--- src/rtl/cl_axil_skid_slice.sv ---
// AXI4-Lite register slice: one 2-entry skid unit per channel (AW, W, B, AR, R).
// Every output to either side is driven straight from a flop, so no combinational path crosses the slice.

module cl_axil_skid_unit #(
  parameter int W = 32
) (
  input  logic         clk,
  input  logic         rst,
  input  logic         in_valid_i,
  input  logic [W-1:0] in_data_i,
  output logic         in_ready_o,
  output logic         out_valid_o,
  output logic [W-1:0] out_data_o,
  input  logic         out_ready_i,
  output logic         busy_nxt_o
);

  typedef enum logic [1:0] {EMPTY, FULL1, FULL2} state_e;

  state_e         state_q, state_d;
  logic [W-1:0]   main_q, main_d;
  logic [W-1:0]   skid_q, skid_d;
  logic           in_ready_q, out_valid_q;
  logic           push, pop;

  assign push = in_valid_i & in_ready_q;
  assign pop  = out_valid_q & out_ready_i;

  // NOTE: every always_comb output gets a default first, so no path can infer a latch.
  always_comb begin
    state_d = state_q;
    main_d  = main_q;
    skid_d  = skid_q;
    unique case (state_q)
      EMPTY: begin
        if (push) begin
          state_d = FULL1;
          main_d  = in_data_i;
        end
      end
      FULL1: begin
        if (push && pop) begin
          main_d = in_data_i;
        end else if (pop) begin
          state_d = EMPTY;
        end else if (push) begin
          state_d = FULL2;
          skid_d  = in_data_i;
        end
      end
      FULL2: begin
        if (pop) begin
          state_d = FULL1;
          main_d  = skid_q;
        end
      end
      default: state_d = EMPTY;
    endcase
  end

  // NOTE: state uses non-blocking assignments so all flops update from pre-edge values.
  always_ff @(posedge clk) begin
    if (rst) begin
      state_q     <= EMPTY;
      main_q      <= '0;
      in_ready_q  <= 1'b0;
      out_valid_q <= 1'b0;
    end else begin
      state_q     <= state_d;
      main_q      <= main_d;
      in_ready_q  <= (state_d != FULL2);
      out_valid_q <= (state_d != EMPTY);
    end
  end

  // NOTE: the skid entry is never observable before it is written, so it carries no reset.
  always_ff @(posedge clk) begin
    skid_q <= skid_d;
  end

  assign in_ready_o  = in_ready_q;
  assign out_valid_o = out_valid_q;
  assign out_data_o  = main_q;
  assign busy_nxt_o  = (state_d != EMPTY);

endmodule

module cl_axil_skid_slice #(
  parameter int ADDR_W = 32,
  parameter int DATA_W = 32
) (
  input  logic                clk_main_a0,
  input  logic                rst_main_sync,
  // slave side (shell)
  input  logic [ADDR_W-1:0]   s_axi_awaddr,
  input  logic                s_axi_awvalid,
  output logic                s_axi_awready,
  input  logic [DATA_W-1:0]   s_axi_wdata,
  input  logic [DATA_W/8-1:0] s_axi_wstrb,
  input  logic                s_axi_wvalid,
  output logic                s_axi_wready,
  output logic [1:0]          s_axi_bresp,
  output logic                s_axi_bvalid,
  input  logic                s_axi_bready,
  input  logic [ADDR_W-1:0]   s_axi_araddr,
  input  logic                s_axi_arvalid,
  output logic                s_axi_arready,
  output logic [DATA_W-1:0]   s_axi_rdata,
  output logic [1:0]          s_axi_rresp,
  output logic                s_axi_rvalid,
  input  logic                s_axi_rready,
  // master side (CL register slave)
  output logic [ADDR_W-1:0]   m_axi_awaddr,
  output logic                m_axi_awvalid,
  input  logic                m_axi_awready,
  output logic [DATA_W-1:0]   m_axi_wdata,
  output logic [DATA_W/8-1:0] m_axi_wstrb,
  output logic                m_axi_wvalid,
  input  logic                m_axi_wready,
  input  logic [1:0]          m_axi_bresp,
  input  logic                m_axi_bvalid,
  output logic                m_axi_bready,
  output logic [ADDR_W-1:0]   m_axi_araddr,
  output logic                m_axi_arvalid,
  input  logic                m_axi_arready,
  input  logic [DATA_W-1:0]   m_axi_rdata,
  input  logic [1:0]          m_axi_rresp,
  input  logic                m_axi_rvalid,
  output logic                m_axi_rready,
  output logic                slc_busy
);

  localparam int STRB_W = DATA_W / 8;

  logic [4:0] busy_nxt;
  logic       slc_busy_q;

  cl_axil_skid_unit #(.W(ADDR_W)) u_aw (
    .clk(clk_main_a0), .rst(rst_main_sync),
    .in_valid_i(s_axi_awvalid), .in_data_i(s_axi_awaddr), .in_ready_o(s_axi_awready),
    .out_valid_o(m_axi_awvalid), .out_data_o(m_axi_awaddr), .out_ready_i(m_axi_awready),
    .busy_nxt_o(busy_nxt[0])
  );

  cl_axil_skid_unit #(.W(DATA_W + STRB_W)) u_w (
    .clk(clk_main_a0), .rst(rst_main_sync),
    .in_valid_i(s_axi_wvalid), .in_data_i({s_axi_wdata, s_axi_wstrb}), .in_ready_o(s_axi_wready),
    .out_valid_o(m_axi_wvalid), .out_data_o({m_axi_wdata, m_axi_wstrb}), .out_ready_i(m_axi_wready),
    .busy_nxt_o(busy_nxt[1])
  );

  // B and R run master-to-slave, so their input side is the m_* port.
  cl_axil_skid_unit #(.W(2)) u_b (
    .clk(clk_main_a0), .rst(rst_main_sync),
    .in_valid_i(m_axi_bvalid), .in_data_i(m_axi_bresp), .in_ready_o(m_axi_bready),
    .out_valid_o(s_axi_bvalid), .out_data_o(s_axi_bresp), .out_ready_i(s_axi_bready),
    .busy_nxt_o(busy_nxt[2])
  );

  cl_axil_skid_unit #(.W(ADDR_W)) u_ar (
    .clk(clk_main_a0), .rst(rst_main_sync),
    .in_valid_i(s_axi_arvalid), .in_data_i(s_axi_araddr), .in_ready_o(s_axi_arready),
    .out_valid_o(m_axi_arvalid), .out_data_o(m_axi_araddr), .out_ready_i(m_axi_arready),
    .busy_nxt_o(busy_nxt[3])
  );

  cl_axil_skid_unit #(.W(DATA_W + 2)) u_r (
    .clk(clk_main_a0), .rst(rst_main_sync),
    .in_valid_i(m_axi_rvalid), .in_data_i({m_axi_rdata, m_axi_rresp}), .in_ready_o(m_axi_rready),
    .out_valid_o(s_axi_rvalid), .out_data_o({s_axi_rdata, s_axi_rresp}), .out_ready_i(s_axi_rready),
    .busy_nxt_o(busy_nxt[4])
  );

  always_ff @(posedge clk_main_a0) begin
    if (rst_main_sync) slc_busy_q <= 1'b0;
    else               slc_busy_q <= |busy_nxt;
  end

  assign slc_busy = slc_busy_q;

endmodule

--- config.mk ---
export PLATFORM = sky130hd
export DESIGN_NAME = cl_axil_skid_slice
export DESIGN_NICKNAME = d
export VERILOG_FILES = /design/src/rtl/cl_axil_skid_slice.sv
export SDC_FILE = /design/constraint.sdc
export NUM_CORES = 1
export LEC_CHECK = 0
export CAP_MARGIN = 30
export CORE_UTILIZATION = 30
export DETAILED_ROUTE_END_ITERATION = 16
export HOLD_SLACK_MARGIN = 0.05
export PLACE_DENSITY = 0.59
export SYNTH_ARGS = -nofsm -noshare
export SYNTH_HDL_FRONTEND = slang
export SYNTH_SLANG_ARGS = --single-unit
--- constraint.sdc ---
create_clock -name clk_main_a0 -period 2.9 [get_ports clk_main_a0]
set_input_delay 0.58 -clock clk_main_a0 [delete_from_list [all_inputs] [get_ports clk_main_a0]]
set_output_delay 0.58 -clock clk_main_a0 [all_outputs]
set_load 0.1 [all_outputs]
======== After elaboration in Yosys (flattened, before gate mapping) ========
Index checks and enable logic that the tools add are counted.
word-level totals
  register bits after elaboration ......... 293
  bits of input ports ..................... 148
  output and inout bits ................... 147
  logic and storage cells ................. 157
cells by class
  equal/unequal tests ..................... 30
  multiplexer cells ....................... 50
  bitwise operators ....................... 20
  reduce and logical (&&, ||, !) cells .... 31
operators with widths
  cell                                                                   count
  32-bit two-way mux                                                     6
  32-bit one-hot mux with 3 select lines                                 2
  36-bit two-way mux                                                     3
  36-bit one-hot mux with 3 select lines                                 1
  34-bit two-way mux                                                     3
  34-bit one-hot mux with 3 select lines                                 1
  2-bit two-way mux                                                      28
  4-bit AND reduction                                                    10
  2-bit one-hot mux with 3 select lines                                  6
  2-bit by 1-bit != test with 1-bit output, second input constant        15
  3-bit nonzero test                                                     5
  1-bit bitwise AND                                                      10
  2-bit by 1-bit equality test with 1-bit output, second input constant  5
  2-bit equality test, second input constant                             5
  2-bit logical NOT                                                      5
  2-bit != test, second input constant                                   5
  1-bit NOT                                                              10
  2-bit nonzero test                                                     5
  1-bit logical AND                                                      5
  5-bit OR reduction                                                     1

======== Longest topological paths before layout ========
  depth after elaboration ................. 7
  gate-level depth with buffers ........... 8
  gate-level depth less buffers ........... 5

======== Modules after synthesis ========
A second synthesis with hierarchy kept.
second synthesis, totals
  cells, all modules ...................... 889
  area, all modules ....................... 12,517.0 um2
modules (own cells, without submodules)
  module                         times used  cells each  area an instance (um2)  seq. area each (um2)
  cl_axil_skid_unit at u_ar ...  2           205         2,915.3                 1,681.6
  cl_axil_skid_unit at u_w       1           227         3,221.8                 1,881.8
  cl_axil_skid_unit at u_r       1           216         3,060.4                 1,781.7
  cl_axil_skid_unit at u_b       1           32          370.4                   180.2
  cl_axil_skid_slice             1           4           33.8                    20.0

======== Worst setup path after synthesis ========
OpenSTA, ideal clock, no wires.
  path type ............................... register to register
  start ................................... register u_w.in_ready_q, in the netlist u_w.in_ready_o
  end ..................................... register u_w.out_valid_q, in the netlist u_w.out_valid_o
  library setup time ...................... 0.073 ns
  arrival time ............................ 3.199 ns
  required time ........................... 2.827 ns
  setup slack ............................. -0.372 ns
  cell stages (with the launch flop) ...... 5
  path buffers ............................ 0
  period minus slack after synthesis ...... 3.272 ns
  path through ............................ dfxtp_1 nand3b_1 nor2_1 nor2_1 a21oi_1
between the ends
  cells in the longest elaborated chain, start to end .. 6
  elaborated cells on any way between the ends .. 8
  classes of those cells .................. mux (5); bitwise (1); reduce/logical (2)
RTL lines
  what                                     RTL line  RTL
  from (decl)                              23        logic in_ready_q, out_valid_q;
  from (signal assigned)                   71        in_ready_q <= (state_d != FULL2);
  1-bit bitwise AND *                      26        assign push = in_valid_i & in_ready_q;
  2-bit two-way mux                        46        end else if (push) begin
  2-bit two-way mux                        44        end else if (pop) begin
  2-bit two-way mux                        42        if (push && pop) begin
  2-bit one-hot mux with 3 select lines *  34        unique case (state_q)
  2-bit nonzero test *                     72        out_valid_q <= (state_d != EMPTY);
  to (signal assigned)                     72
  to (decl)                                23
Mark *: on every way between the ends. The rest lies on a longest branch, timed or not.
A chain may end at the register's enable or synchronous reset.

======== Final worst setup path ========
  start ................................... input port m_axi_rvalid
  end ..................................... register u_r.main_q[11], in the netlist u_r.out_data_o[11]
between the ends
  cells in the longest elaborated chain, start to end .. 4
  elaborated cells on any way between the ends .. 5
  classes of those cells .................. eq/ne (2); bitwise (1); reduce/logical (2)
RTL lines
  what                                                       RTL line  RTL
  from (decl)                                                128       input logic m_axi_rvalid,
  1-bit bitwise AND *                                        26
  1-bit logical AND                                          42
  2-bit by 1-bit != test with 1-bit output (no source line)  n/a
  4-bit AND reduction (no source line) *                     n/a
  to (signal assigned)                                       70        main_q <= main_d;
  to (decl)                                                  21        logic [W-1:0] main_q, main_d;
Marks and branches as above.

==> out/results.ini <==
[clock_network]
ctsHtreeMaxLevel=2
cts_buffer_depth=3
cts_sinks=293
cts_resized=0
hold_buffers=0
clk_pin_slew_ns=0.06
cts_tree=done
clk_latency_ns=0.53
clockRootBuffer=clkbuf_16
cts_made_buffers=35
cts_setup_buffers=0

[setup_path]
setup.worst_path.start_class=input pin
cp_max_fo=46
criticalPathCategory=in -> reg
crit_arrival_ns=2.39
r2r_slack_ns=0.94
end_kind=flip-flop
critPathRequiredTime_ns=3.31

[hold_path]
hold_path_class=reg -> reg

[timing]
final.setup.tns_ns=0
grt_setup_unrepaired=no
slew_viol_final=0
setup_viol=0
fin_skew_ns=0.0109
fmax_ghz=0.505
hold_viol_final=0
min_period_over_period_pct=68.3
min_period_ns=1.98
worstMarginPinSlew_ns=0.689
relSlewSlack_pct=54.1

[status]
outcome=complete, no violations

[die]
die-height_um=194
die_w_um=194
die_area_um2=37500
pin_count=295
start_util_pct=30.8
num_rows=69
coreArea_um2=35800

[pwr]
p_sw_mw=3.67
p_comb_share_pct=22.3
p_per_area_nw_per_um2=747
irDropWorstVdd_v=0.000498
switching_share_pct=32.3
leakage_nw=6.20
p_int_mw=7.68
seq_power_share_pct=41.2
p_clk_share_pct=36.5
power.total_mw=11.4

[cells_and_area]
drive_above_1_share_pct=20.9
area_growth_pct=38.0
instances_no_fill=1667
fin_nets=1328

[detailed_routing]
wire_per_inst_um=16.7
first_pass_iters=4
drc=0
ant_nets=0
drt_iter0_drc=224
drt-vias-per-instance=4.67
wirelength_mm=27.9
vias=7782

[synth]
synth_fp_nets=1040
synthSimpleGateAreaFrac_pct=9.62
avgSynthCellArea_um2=12.4
netlist_area_um2=11000
ys_types=30
synthCells=892
synth-xor-area-share_pct=0
synth_compound_area_share_pct=12.1
synth-seq-cells=293
synthAdderAreaFrac_pct=0
synth.yosys.seq_area_share_pct=65.6
synth_top_family_by_area=compound AO/OA/AOI/OAI gates
yosysWarnings=0
synthMuxAreaShare_pct=9.47

[global_route]
grt_pass1_vias=7848
grt-ovfl-total=0
grtUsageTotal_pct=14.8
grt_pass1_wl_mm=44.3
grt_max_degree=57
antenna_found_initial=2

[place]
dp_cells=1604
dp_hpwl_mm=18.5
globalplace.congestion=0.725
portBuffers=294

[flow_run]
cap_violations=0

-- critical path, cell delays in order --
cell and delay (ns):
clkdlybuf4s50_1 0.48, nand3b_1 0.17, a21oi_1 0.20, or2_2 0.30, buf_12 0.27, nor2_1 0.08, a311oi_1 0.29
-- power by group through the flow --
stage / clock network (mW) / registers, mW / logic (mW)
2_1_floorplan: 0 / 6.08 / 0.529
3_3_place_gp: 0 / 4.76 / 2.53
3_5_place_dp: 0 / 4.76 / 2.55
4_1_cts: 4.31 / 4.68 / 2.55
5_1_grt: 4.45 / 4.70 / 2.65
6_report: 4.14 / 4.68 / 2.53
-- cell families (layout without fill, tap and decap cells) --
logic type,Yosys count,after routing
simple gates,266,266
mux,104,104
other cells,0,1
compound gates,161,161
flops,293,293
buf+inv,68,381
-- synthesized netlist by cell type (all sizes together) --
cell      n  area (um2)
nor3      1        5.00
nand2    81         304
inv       1        3.75
nand3     1        5.00
a21oi    16        80.1
a211oi  101         758
mux2i   102        1020
or2       4        25.0
nor2b     1        6.26
a31oi     1        6.26
edfxtp  136        4080
buf      43         259
nor3b     1        7.51
a311oi   37         449
a41oi     1        8.76
o21bai    3        22.5
o21ai     2        10.0
nor4      1        6.26
nand3b    5        37.5
nor2    164         616
clkbuf   24        90.1
mux2      2        22.5
dfxtp   157        3140
and2b     1        7.51
and4      1        8.76
nand2b    5        31.3
-- flip-flops by register name, indices dropped and copies added (netlist names), 32 cells and up --
| name | count |
|---|---|
| u_ar.skid_q | 32 |
| u_r.out_data_o | 34 |
| u_r.skid_q | 34 |
| u_ar.out_data_o | 32 |
| u_aw.out_data_o | 32 |
| u_w.skid_q | 36 |
| u_w.out_data_o | 36 |
| u_aw.skid_q | 32 |
-- path summary, 6_finish.rpt --
check                startpoint            endpoint  depth (start not counted)
max                m_axi_rvalid  u_r.out_data_o[11]                          7
min          u_ar.out_data_o[5]  u_ar.out_data_o[5]                          2
max reg2reg      u_w.state_q[0]            slc_busy                          6
min reg2reg  u_ar.out_data_o[5]  u_ar.out_data_o[5]                          2
-- placed cells by master, fill, tap and decap left out, drive strengths merged, types with 12 or more instances in the layout --
| cell type | netlist | routed |
|---|---|---|
| clkbuf | 24 | 48 |
| mux2i | 102 | 102 |
| nor2 | 164 | 164 |
| a211oi | 101 | 101 |
| clkdlybuf4s50 | 0 | 146 |
| edfxtp | 136 | 136 |
| a311oi | 37 | 37 |
| nand2 | 81 | 81 |
| dfxtp | 157 | 157 |
| a21oi | 16 | 16 |
| clkinv | 0 | 12 |
| buf | 43 | 172 |
-- layout make-up --
| type | instances | area, um2 |
|---|---|---|
| Antenna cell | 1 | 2.50 |
| Tap cell | 461 | 577 |
| Multi-Input combinational cell | 531 | 3470 |
| Fill cell | 3375 | 20600 |
| Sequential cell | 293 | 7230 |
| Timing Repair Buffer | 318 | 2840 |
| Inverter | 1 | 3.75 |
| Clock inverter | 14 | 90.1 |
| Clock buffer | 48 | 987 |
-- routing by layer --
metal	global-route usage (%)	vias to the layer above	share of wire, %
li1	-	3857	-
met1	19.3	3636	46
met2	22.4	245	44
met3	5.18	42	8.1
met4	6.10	2	2.4
met5	0	-	0.039
-- per-stage QoR --
step / area (um2) / worst slack, ns / hold slack [ns] / util (%)
after detailed placement: 14100 / 0.400 / 0.492 / 39.4
final: 15200 / 0.918 / 0.496 / 42.4
after floorplan: 11000 / 0.216 / 0.513 / -
after CTS: 15200 / 0.880 / 0.486 / 42.4
after global placement: 14100 / 0.488 / 0.483 / 39.4
after global routing: 15200 / 0.725 / 0.503 / 42.4
Note: power is estimated with default switching activity, not from simulation.
